`src/rtl/dcm_monitor.sv`:
```
// dcm_monitor: samples the divided clock as data in the source clock domain,
// measures each rise-to-rise period and its high time, and tracks lock/error
// status against the period implied by the current program code.
module dcm_monitor #(
  parameter int unsigned CNT_W  = 10,
  parameter int unsigned LOCK_N = 2
) (
  input  logic             clk,
  input  logic             rst,
  input  logic             div_in,
  input  logic [2:0]       prog,
  input  logic             update,
  output logic [CNT_W-1:0] period,
  output logic [CNT_W-1:0] high_time,
  output logic             valid,
  output logic             locked,
  output logic             err
);

  localparam int unsigned MC_W = 4;
  localparam logic [CNT_W-1:0] CNT_MAX  = '1;
  localparam logic [MC_W-1:0]  LOCK_TGT = MC_W'(LOCK_N);

  typedef enum logic [1:0] {
    IDLE      = 2'd0,
    WAIT_EDGE = 2'd1,
    MEASURE   = 2'd2
  } state_t;

  state_t           state_q, state_n;
  logic             d_q;
  logic [2:0]       prog_q;
  logic [CNT_W-1:0] cnt_q, cnt_n;
  logic [CNT_W-1:0] hi_q, hi_n;
  logic [MC_W-1:0]  match_q, match_n;
  logic [CNT_W-1:0] period_n, high_n;
  logic             valid_n, locked_n, err_n;

  logic             rise_c;
  logic             resync_c;
  logic [CNT_W-1:0] exp_h_c;
  logic [CNT_W-1:0] exp_p_c;
  logic             match_c;

  // Expected half period for a program code; code 0 is bypass (no measurement).
  function automatic logic [CNT_W-1:0] half_period(input logic [2:0] p);
    case (p)
      3'd1:    return CNT_W'(1);
      3'd2:    return CNT_W'(2);
      3'd3:    return CNT_W'(5);
      3'd4:    return CNT_W'(8);
      3'd5:    return CNT_W'(16);
      3'd6:    return CNT_W'(32);
      3'd7:    return CNT_W'(64);
      default: return '0;
    endcase
  endfunction

  assign rise_c   = div_in & ~d_q;
  assign resync_c = update | (prog != prog_q);
  assign exp_h_c  = half_period(prog_q);
  assign exp_p_c  = exp_h_c + exp_h_c;
  assign match_c  = (cnt_q == exp_p_c) && (hi_q == exp_h_c);

  // State, counters and registered outputs.
  always_ff @(posedge clk) begin
    if (rst) begin
      state_q   <= IDLE;
      d_q       <= 1'b0;
      prog_q    <= 3'd0;
      cnt_q     <= '0;
      hi_q      <= '0;
      match_q   <= '0;
      period    <= '0;
      high_time <= '0;
      valid     <= 1'b0;
      locked    <= 1'b0;
      err       <= 1'b0;
    end else begin
      state_q   <= state_n;
      d_q       <= div_in;
      prog_q    <= prog;
      cnt_q     <= cnt_n;
      hi_q      <= hi_n;
      match_q   <= match_n;
      period    <= period_n;
      high_time <= high_n;
      valid     <= valid_n;
      locked    <= locked_n;
      err       <= err_n;
    end
  end

  // Next-state, measurement and lock/error decisions.
  always_comb begin
    state_n  = state_q;
    cnt_n    = cnt_q;
    hi_n     = hi_q;
    match_n  = match_q;
    period_n = period;
    high_n   = high_time;
    valid_n  = 1'b0;
    locked_n = locked;
    err_n    = err;

    if (state_q == IDLE) begin
      locked_n = 1'b0;
      err_n    = 1'b0;
      match_n  = '0;
      if (prog != 3'd0) begin
        state_n = WAIT_EDGE;
      end
    end else if (resync_c) begin
      // Resync beats any rise or timeout seen in the same cycle.
      locked_n = 1'b0;
      err_n    = 1'b0;
      match_n  = '0;
      state_n  = (prog == 3'd0) ? IDLE : WAIT_EDGE;
    end else begin
      case (state_q)
        WAIT_EDGE: begin
          if (rise_c) begin
            cnt_n   = CNT_W'(1);
            hi_n    = CNT_W'(1);
            state_n = MEASURE;
          end
        end
        MEASURE: begin
          if (rise_c) begin
            period_n = cnt_q;
            high_n   = hi_q;
            valid_n  = 1'b1;
            cnt_n    = CNT_W'(1);
            hi_n     = CNT_W'(1);
            if (match_c) begin
              if (match_q != LOCK_TGT) begin
                match_n = match_q + MC_W'(1);
              end
              locked_n = (match_n == LOCK_TGT);
            end else begin
              if (locked) begin
                err_n = 1'b1;
              end
              locked_n = 1'b0;
              match_n  = '0;
            end
          end else if (cnt_q == CNT_MAX) begin
            // No rise within the counter range: the divided clock has stalled.
            err_n    = 1'b1;
            locked_n = 1'b0;
            match_n  = '0;
            state_n  = WAIT_EDGE;
          end else begin
            cnt_n = cnt_q + CNT_W'(1);
            hi_n  = hi_q + CNT_W'(div_in);
          end
        end
        default: state_n = IDLE;
      endcase
    end
  end

endmodule

```
`config.mk`:
```
export PLATFORM = sky130hd
export DESIGN_NAME = dcm_monitor
export DESIGN_NICKNAME = d
export VERILOG_FILES = /design/src/rtl/dcm_monitor.sv
export SDC_FILE = /design/constraint.sdc
export NUM_CORES = 1
export LEC_CHECK = 0
export ABC_CLOCK_PERIOD_IN_PS = 2500
export CAP_MARGIN = 20
export CORE_MARGIN = 2
export CORE_UTILIZATION = 31
export CTS_CLUSTER_DIAMETER = 60
export DETAILED_ROUTE_END_ITERATION = 8
export PLACE_DENSITY = 0.51
export SYNTH_ARGS = -nofsm -noshare
export SYNTH_HDL_FRONTEND = slang
export SYNTH_SLANG_ARGS = --single-unit
```
`constraint.sdc`:
```
create_clock -name clk -period 2.5 [get_ports clk]
set_input_delay 0.25 -clock clk [delete_from_list [all_inputs] [get_ports clk]]
set_output_delay 0.25 -clock clk [all_outputs]
set_load 0.01 [all_outputs]
```
# [After elaboration in Yosys (flattened, before gate mapping)]
# Index checks and enable logic that the tools add are counted.
[word_totals] input_bits=7 out_inout_bits=23 ff_bits=53 elab_cells=90
[op_classes] n_bitwise=6 reduce_logical=13 add_sub_neg=4 n_mux=33 n_eq_ne=23
[ops] cell="10-bit two-way mux" count=5
[ops] cell="7-bit one-hot mux with 7 select lines" count=1
[ops] cell="10-bit one-hot mux with 2 select lines" count=2
[ops] cell="4-bit two-way mux" count=9
[ops] cell="10-bit == test" count=2
[ops] cell="3-bit == test, second input constant" count=4
[ops] cell="2-bit two-way mux" count=6
[ops] cell="4-bit inequality test, second input constant" count=3
[ops] cell="4-bit AND reduction" count=3
[ops] cell="10-bit by 1-bit adder with 10-bit output" count=1
[ops] cell="10-bit by 1-bit adder with 10-bit output, second input constant" count=1
[ops] cell="10-bit adder" count=1
[ops] cell="10-bit == test, second input constant" count=1
[ops] cell="1-bit two-way mux" count=9
[ops] cell="3-bit by 2-bit == test with 1-bit output, second input constant" count=2
[ops] cell="2-bit inequality test, second input constant" count=3
[ops] cell="5-bit AND reduction" count=1
[ops] cell="4-bit by 1-bit adder with 4-bit output, second input constant" count=1
[ops] cell="4-bit by 2-bit == test with 1-bit output, second input constant" count=1
[ops] cell="4-bit by 2-bit inequality test with 1-bit output, second input constant" count=1
[ops] cell="1-bit inverter" count=4
[ops] cell="2-bit one-hot mux with 2 select lines" count=1
[ops] cell="2-bit nonzero test" count=2
[ops] cell="4-bit OR reduction" count=1
[ops] cell="other kinds (14)" count=14

# [Depth between registers and ports, before layout]
# Gate-level depths: netlist of run 1.
[depth] depth_word=13 mapped_depth=8 ltp_nobuf=7

# [Worst setup path before layout of run 1]
# OpenSTA, ideal clock, no wires.
[synth_timing] path_type="flip-flop to flip-flop" start="reg prog_q[2]" end="reg match_q[2]" arrival_ns=1.867 t_required_ns=2.443 n_path_buf=2 stages_incl_launch_ff=8 setup_slack_ns=0.576 synth_period_minus_slack_ns=1.924 setup_time_ns=0.057 path_cell_list="dfxtp_1 -> buf_6 -> xor2_1 -> or4_4 -> or3_1 -> buf_4 -> a2111oi_4 -> a21o_1"
[synth_via] elab_chain_len=7 word_cells_on_any_way=17 cone_classes="add/sub: 1; eq/ne: 10; mux: 3; bitwise: 1; reduce/logical: 2"
[synth_lines] item="from (decl)" line="32" rtl="logic [2:0] prog_q;"
[synth_lines] item="from (signal assigned)" line="82" rtl="prog_q <= prog;"
[synth_lines] item="3-bit == test, or another cell as far along" line="47" rtl="case (p)"
[synth_lines] item="7-bit one-hot mux with 7 select lines" line="47"
[synth_lines] item="10-bit adder" line="62" rtl="assign exp_p_c = exp_h_c + exp_h_c;"
[synth_lines] item="10-bit == test" line="63" rtl="assign match_c = (cnt_q == exp_p_c) && (hi_q == exp_h_c);"
[synth_lines] item="1-bit logical AND" line="63"
[synth_lines] item="4-bit two-way mux" line="135" rtl="if (match_c) begin"
[synth_lines] item="4-bit two-way mux" line="129" rtl="if (rise_c) begin"
[synth_lines] item="to (signal assigned)" line="85" rtl="match_q <= match_n;"
[synth_lines] item="to (decl)" line="35" rtl="logic [MC_W-1:0] match_q, match_n;"
# Parallel ways exist; a longest one is shown, timed or not.
# A chain may end at the register's enable or synchronous reset.

# [Worst setup path in the final report of run 1]
[layout_timing] start="reg prog_q[0]" end="reg match_q[3]"
# Same word-level chain as after synthesis.

==> flow_summary.yaml, run 1 <==
worst_setup_path:
  start_kind: "flip-flop"
  worst-setup-path-type: "reg2reg"
  regToRegSetupSlack_ps: 210
  path_buf_inv: 0
  slowest_stage: "dfxtp_1"
  cp-end-kind: "flip-flop"
  critPathTopFamily: "simple AND/OR/NAND/NOR gates"
  r2r-end: "match_q[3]"
  critical_path_arrival_ps: 2540
  r2r_start: "prog_q[0]"
  crit_fanout: 12
  worst_path_largest_cell_delay_ps: 580
  crit_required_ps: 2750
  path_cells: "xor2_1 -> or4_4 -> or3_1 -> nor2_1 -> a22o_1"
  r2r_cells: 5
die:
  core_um2: 8180
  die-area_um2: 9180
  rows: 33
  ios: 30
  die_y_um: 95.8
  die_x_um: 95.8
  start_util: 0.320
layout:
  areaGrowthSynthToFinish_pct: 19.4
  final_util: 0.382
  final_common_cell: "dfxtp_1"
  diodes: 0
  layout_common_cells: "53 x dfxtp_1, 52 x nand2_1, 36 x nor2_1"
  nets: 357
  drive_above_1_share: 0.0751
detailed_routing:
  wl_per_cell_um: 12.7
  drc: 0
  dr.pass1.iters: 4
  drt-initial-drc-count: 77
  viasPerCell: 4.90
  drt-total-wl_mm: 5.72
  antenna_left: 0
  vias: 2212
power_and_ir_drop:
  ir_drop_uv: 302
  leakagePower_nw: 1.10
  total_power_mw: 1.53
  power.density_nw_per_um2: 492
global_route:
  grt_pass1_vias: 2109
  gr-total-overflow: 0
  grt_pass1_wl_mm: 10.2
  antenna_found_initial: 0
  grt_util_all_layers: 0.139
  grt_max_degree: 32
place:
  dp_slack_ps: 42.3
  portBuffers: 29
  gp_congestion: 0.815
  hpwlAfterDp_mm: 4.11
yosys:
  yosys.area_share.simple: 0.295
  synth_ff_type: "dfxtp_1"
  synth_top_family_by_area: "simple AND/OR/NAND/NOR gates"
  syn_area_um2: 2610
  syn_inst: 319
  synthXorXnorAreaFrac: 0.0704
  async_reset_ff_frac: 0
  synth-adder-area-share: 0.0239
  synth_nets: 331
  synth_warnings: 0
  yosys-top-cells-area: "dfxtp_1 41%, nand2_1 7.5%, xor2_1 6.0%, a21oi_1 5.2%, nor2_1 5.2%"
  ys_ff_latch: 53
  synth_compound_area_frac: 0.145
  synth_top_cell_area_share: 0.406
  synth_edf_count: 0
  ys_seq_area_frac: 0.406
  synth_cell_types: 46
  yosysTopAreaCell: "dfxtp_1"
  synth_mux_area_frac: 0.0158
  syn_area_per_cell_um2: 8.19
sta:
  skew_ps: 12.5
  finalCritPeriodShare: 0.917
  fmax_mhz: 436
  layout_min_cycle_time_ps: 2290
  rsz0062_at_grt: "false"
  setup_violations: 0
  worstMarginPinSlew_ps: 432
  fin_setup_tns_ps: 0
  drv_slew: 0
  relSlewSlack: 0.709
  hold_viol_final: 0
  worst_slack_ps: 208
clock_tree:
  clock-sinks: 53
  path_clk_slew_ps: 100
  tritoncts: "done"
  cts-root-buf: "clkbuf_8"
  cts_resized: 0
  post-cts-setup-buffers: 0
  hold_buffers: 0
  clk_path_buf_depth: 2
  cts_buffers: 5
  insertion_delay_ps: 310
  htree_levels: 2
worst_hold_path:
  hp-class: "reg2reg"
  hold_path_startpoint: "period[2]"
  holdPathEnd: "period[2]"
  hold_depth: 2
run_status:
  status: "completed"
flow_run:
  maxCapViolCount: 0
[sequential cells by signal, summed over array words and instances, names as in the netlist, 2 cells and up]
name / count
cnt_q: 10
hi_q: 10
high_time: 10
match_q: 4
period: 10
prog_q: 3
state_q: 2
[how the worst max path moves through the flow]
stage,startpoint,endpoint,slack [ps],cells past startpoint
2_1_floorplan,prog_q[2],match_q[2],580,7
3_3_place_gp,prog[0],match_q[0],70,6
3_5_place_dp,prog[0],match_q[0],40,6
4_1_cts,prog_q[0],match_q[0],220,5
5_1_grt,prog_q[0],match_q[3],90,5
6_report,prog_q[0],match_q[3],210,5
[cell families after synthesis]
family	after synthesis
and+or+nand+nor	158
AOI/OAI and AO/OA	54
DFF	53
buffers and inverters	24
xor gates and xnor gates	21
adders and majority gates	5
muxes	4
[synthesized netlist by cell type (4+ instances only)]
| cell | instances |
|---|---|
| nand3_1 | 14 |
| a21oi_1 | 27 |
| clkbuf_1 | 12 |
| nand2b_1 | 5 |
| nand4_1 | 7 |
| ha_1 | 5 |
| and3_1 | 5 |
| nor2_1 | 36 |
| inv_1 | 4 |
| xor2_1 | 18 |
| buf_4 | 4 |
| and2_1 | 5 |
| nand2_1 | 52 |
| nor2b_1 | 9 |
| nor3_1 | 9 |
| nand3b_1 | 4 |
| o21ai_0 | 6 |
| dfxtp_1 | 53 |
[per-stage QoR]
step           area (um^2)  instances  hold slack [ps]
2_1_floorplan         2610        319              378
3_3_place_gp          3010        443              446
3_5_place_dp          3010        443              449
4_1_cts               3120        451              462
5_1_grt               3120        451              477
6_report              3120        451              457
[power by group]
group | leakage (nW) | switching [mW] | internal (mW)
Sequential | 0.428 | 0.0110 | 0.849
Clock | 0.0554 | 0.293 | 0.301
Combinational | 0.615 | 0.0459 | 0.0351
Total | 1.10 | 0.350 | 1.19
[area by class of cell]
cell class	count	area, um^2
inverters	4	15.0
clock inverters	2	38.8
repair buffers	39	365
flip-flops and latches	53	1060
multi-input cells	242	1440
fillers	900	5060
well taps	105	131
clock buffers	6	72.6
[metal layers]
layer,track usage,up-vias,share of wire,wire length [um]
met4,0.0429,0,0.013,76
met1,0.195,1024,0.51,2930
met3,0.0188,9,0.029,165
li1,-,1146,-,-
met5,0,-,0,0
met2,0.221,33,0.45,2550
[worst reg2reg max path, cell delays in order (launching register included)]
cell,delay (ps)
dfxtp_1,580
xor2_1,140
or4_4,560
or3_1,520
nor2_1,260
a22o_1,170
Note: power is estimated with default switching activity, not from simulation.
==> run 2: changes to the inputs <==
--- a/config.mk
+++ b/config.mk
@@ -8,10 +8,11 @@
 export ABC_CLOCK_PERIOD_IN_PS = 2500
 export CAP_MARGIN = 20
 export CORE_MARGIN = 2
-export CORE_UTILIZATION = 31
+export CORE_UTILIZATION = 55
 export CTS_CLUSTER_DIAMETER = 60
 export DETAILED_ROUTE_END_ITERATION = 8
-export PLACE_DENSITY = 0.51
+export HOLD_SLACK_MARGIN = 0.06
+export PLACE_DENSITY = 0.8
 export SYNTH_ARGS = -nofsm -noshare
 export SYNTH_HDL_FRONTEND = slang
 export SYNTH_SLANG_ARGS = --single-unit
==> flow_summary.yaml, run 2 (same netlist as run 1, synthesis figures left out) <==
place:
  portBuffers: 29
  gp_congestion: 0.868
  dp.cells: 392
  hpwlAfterDp_mm: 3.84
  place_area_um2: 2960
power_and_ir_drop:
  p_sw_frac: 0.233
  ir_drop_uv: 316
  pwr-share-comb: 0.058
  p_sw_mw: 0.337
  p_int_mw: 1.11
  clock_power_share: 0.348
  total_power_mw: 1.45
  leakagePower_nw: 1.10
  power_frac_seq: 0.594
  power.density_nw_per_um2: 474
layout:
  diodes: 0
  fin_area_um2: 3050
  final_common_cell: "dfxtp_1"
  fin_cells: 400
  fillers: 402
  areaGrowthSynthToFinish_pct: 16.9
  drive_above_1_share: 0.0780
  nets: 357
  seq_area_um2: 1060
  layout_common_cells: "53 x dfxtp_1, 52 x nand2_1, 36 x nor2_1"
  multi_input_area_um2: 1440
sta:
  worstMarginPinSlew_ps: 390
  drv_slew: 0
  fin_setup_tns_ps: 0
  hold_viol_final: 0
  fmax_mhz: 441
  rsz0062_at_grt: "false"
  finalCritPeriodShare: 0.907
  layout_min_cycle_time_ps: 2270
  holdWs_ps: 456
  relSlewSlack: 0.739
  setup_violations: 0
  skew_ps: 3.35
die:
  core_um2: 4660
  die_y_um: 72.9
  rows: 25
  start_util: 0.561
  ios: 30
  die_x_um: 72.9
  die-area_um2: 5320
clock_tree:
  post-cts-setup-buffers: 0
  cts-root-buf: "clkbuf_8"
  insertion_delay_ps: 310
  path_clk_slew_ps: 90
  htree_levels: 2
  clk_path_buf_depth: 2
  cts_resized: 0
  hold_buffers: 0
  cts_buffers: 5
  clock-sinks: 53
  tritoncts: "done"
global_route:
  grt_max_degree: 24
  antenna_found_initial: 0
  grt_pass1_wl_mm: 8.74
  grt_util_all_layers: 0.210
  gr-total-overflow: 0
  grt_pass1_vias: 1892
detailed_routing:
  vias: 2239
  routed-wl-met2_mm: 2.48
  viasPerCell: 5.60
  dr.pass1.iters: 4
  wl_met1_mm: 2.57
  met3_wirelength_um: 166
  wl_per_cell_um: 13.3
  drt-initial-drc-count: 95
  top_layer_used: "met4"
  antenna_left: 0
  drt-total-wl_mm: 5.33
  drc: 0
run_status:
  status: "completed"
flow_run:
  maxCapViolCount: 0
worst_setup_path:
  worst-setup-path-type: "reg2reg"
  cp-end-kind: "flip-flop"
  crit_fanout: 12
  regToRegSetupSlack_ps: 230
  crit_required_ps: 2760
  start_kind: "flip-flop"
  critical_path_arrival_ps: 2530
  r2r_cells: 5
worst_hold_path:
  hp-class: "reg2reg"
  hold_depth: 2
## run 2: changes by cell type in the layout (fill, tap and decap cells not counted), sizes merged
| cell | change |
|---|---|
| bufinv | -1 |
| clkinv | +1 |
## run 2: stage by stage
stage               worst slack (ps)  utilization
floorplan                        576            -
global placement                93.3        0.634
detailed placement              48.4        0.634
CTS                              238        0.655
global route                     119        0.655
finish                           233        0.655
## run 2: layout make-up
| class | instances | area share |
|---|---|---|
| clock buffer | 6 | 0.0270 |
| multi-input combinational | 242 | 0.470 |
| tap | 54 | 0.0221 |
| clock inverter | 2 | 0.00451 |
| timing repair buffer | 39 | 0.124 |
| sequential | 53 | 0.348 |
| inverter | 4 | 0.00492 |
## run 2: worst max-delay path, stage by stage (launching register included)
cell	delay, ps
dfxtp_1	570
xor2_1	150
or4_4	560
or3_1	520
a2111oi_4	310
a21o_1	120
## run 2: worst paths after layout
| check | start | end |
|---|---|---|
| max | prog_q[0] | match_q[0] |
| min | period[1] | period[1] |
| max reg2reg | prog_q[0] | match_q[0] |
| min reg2reg | period[1] | period[1] |
## run 2: layer usage
layer  vias up  GRT usage
met5         -          0
met4         0     0.0823
met3        11     0.0428
met2        41      0.331
met1      1038      0.283
li1       1149          -
## run 2: power groups by stage
stage                     Sequential [mW]  Combinational (mW)  Clock (mW)
after floorplan                     0.873              0.0603           0
after global placement              0.878              0.0811           0
after detailed placement            0.878              0.0831           0
after CTS                           0.858              0.0836       0.518
after global routing                0.860              0.0912       0.543
final                               0.859              0.0839       0.504
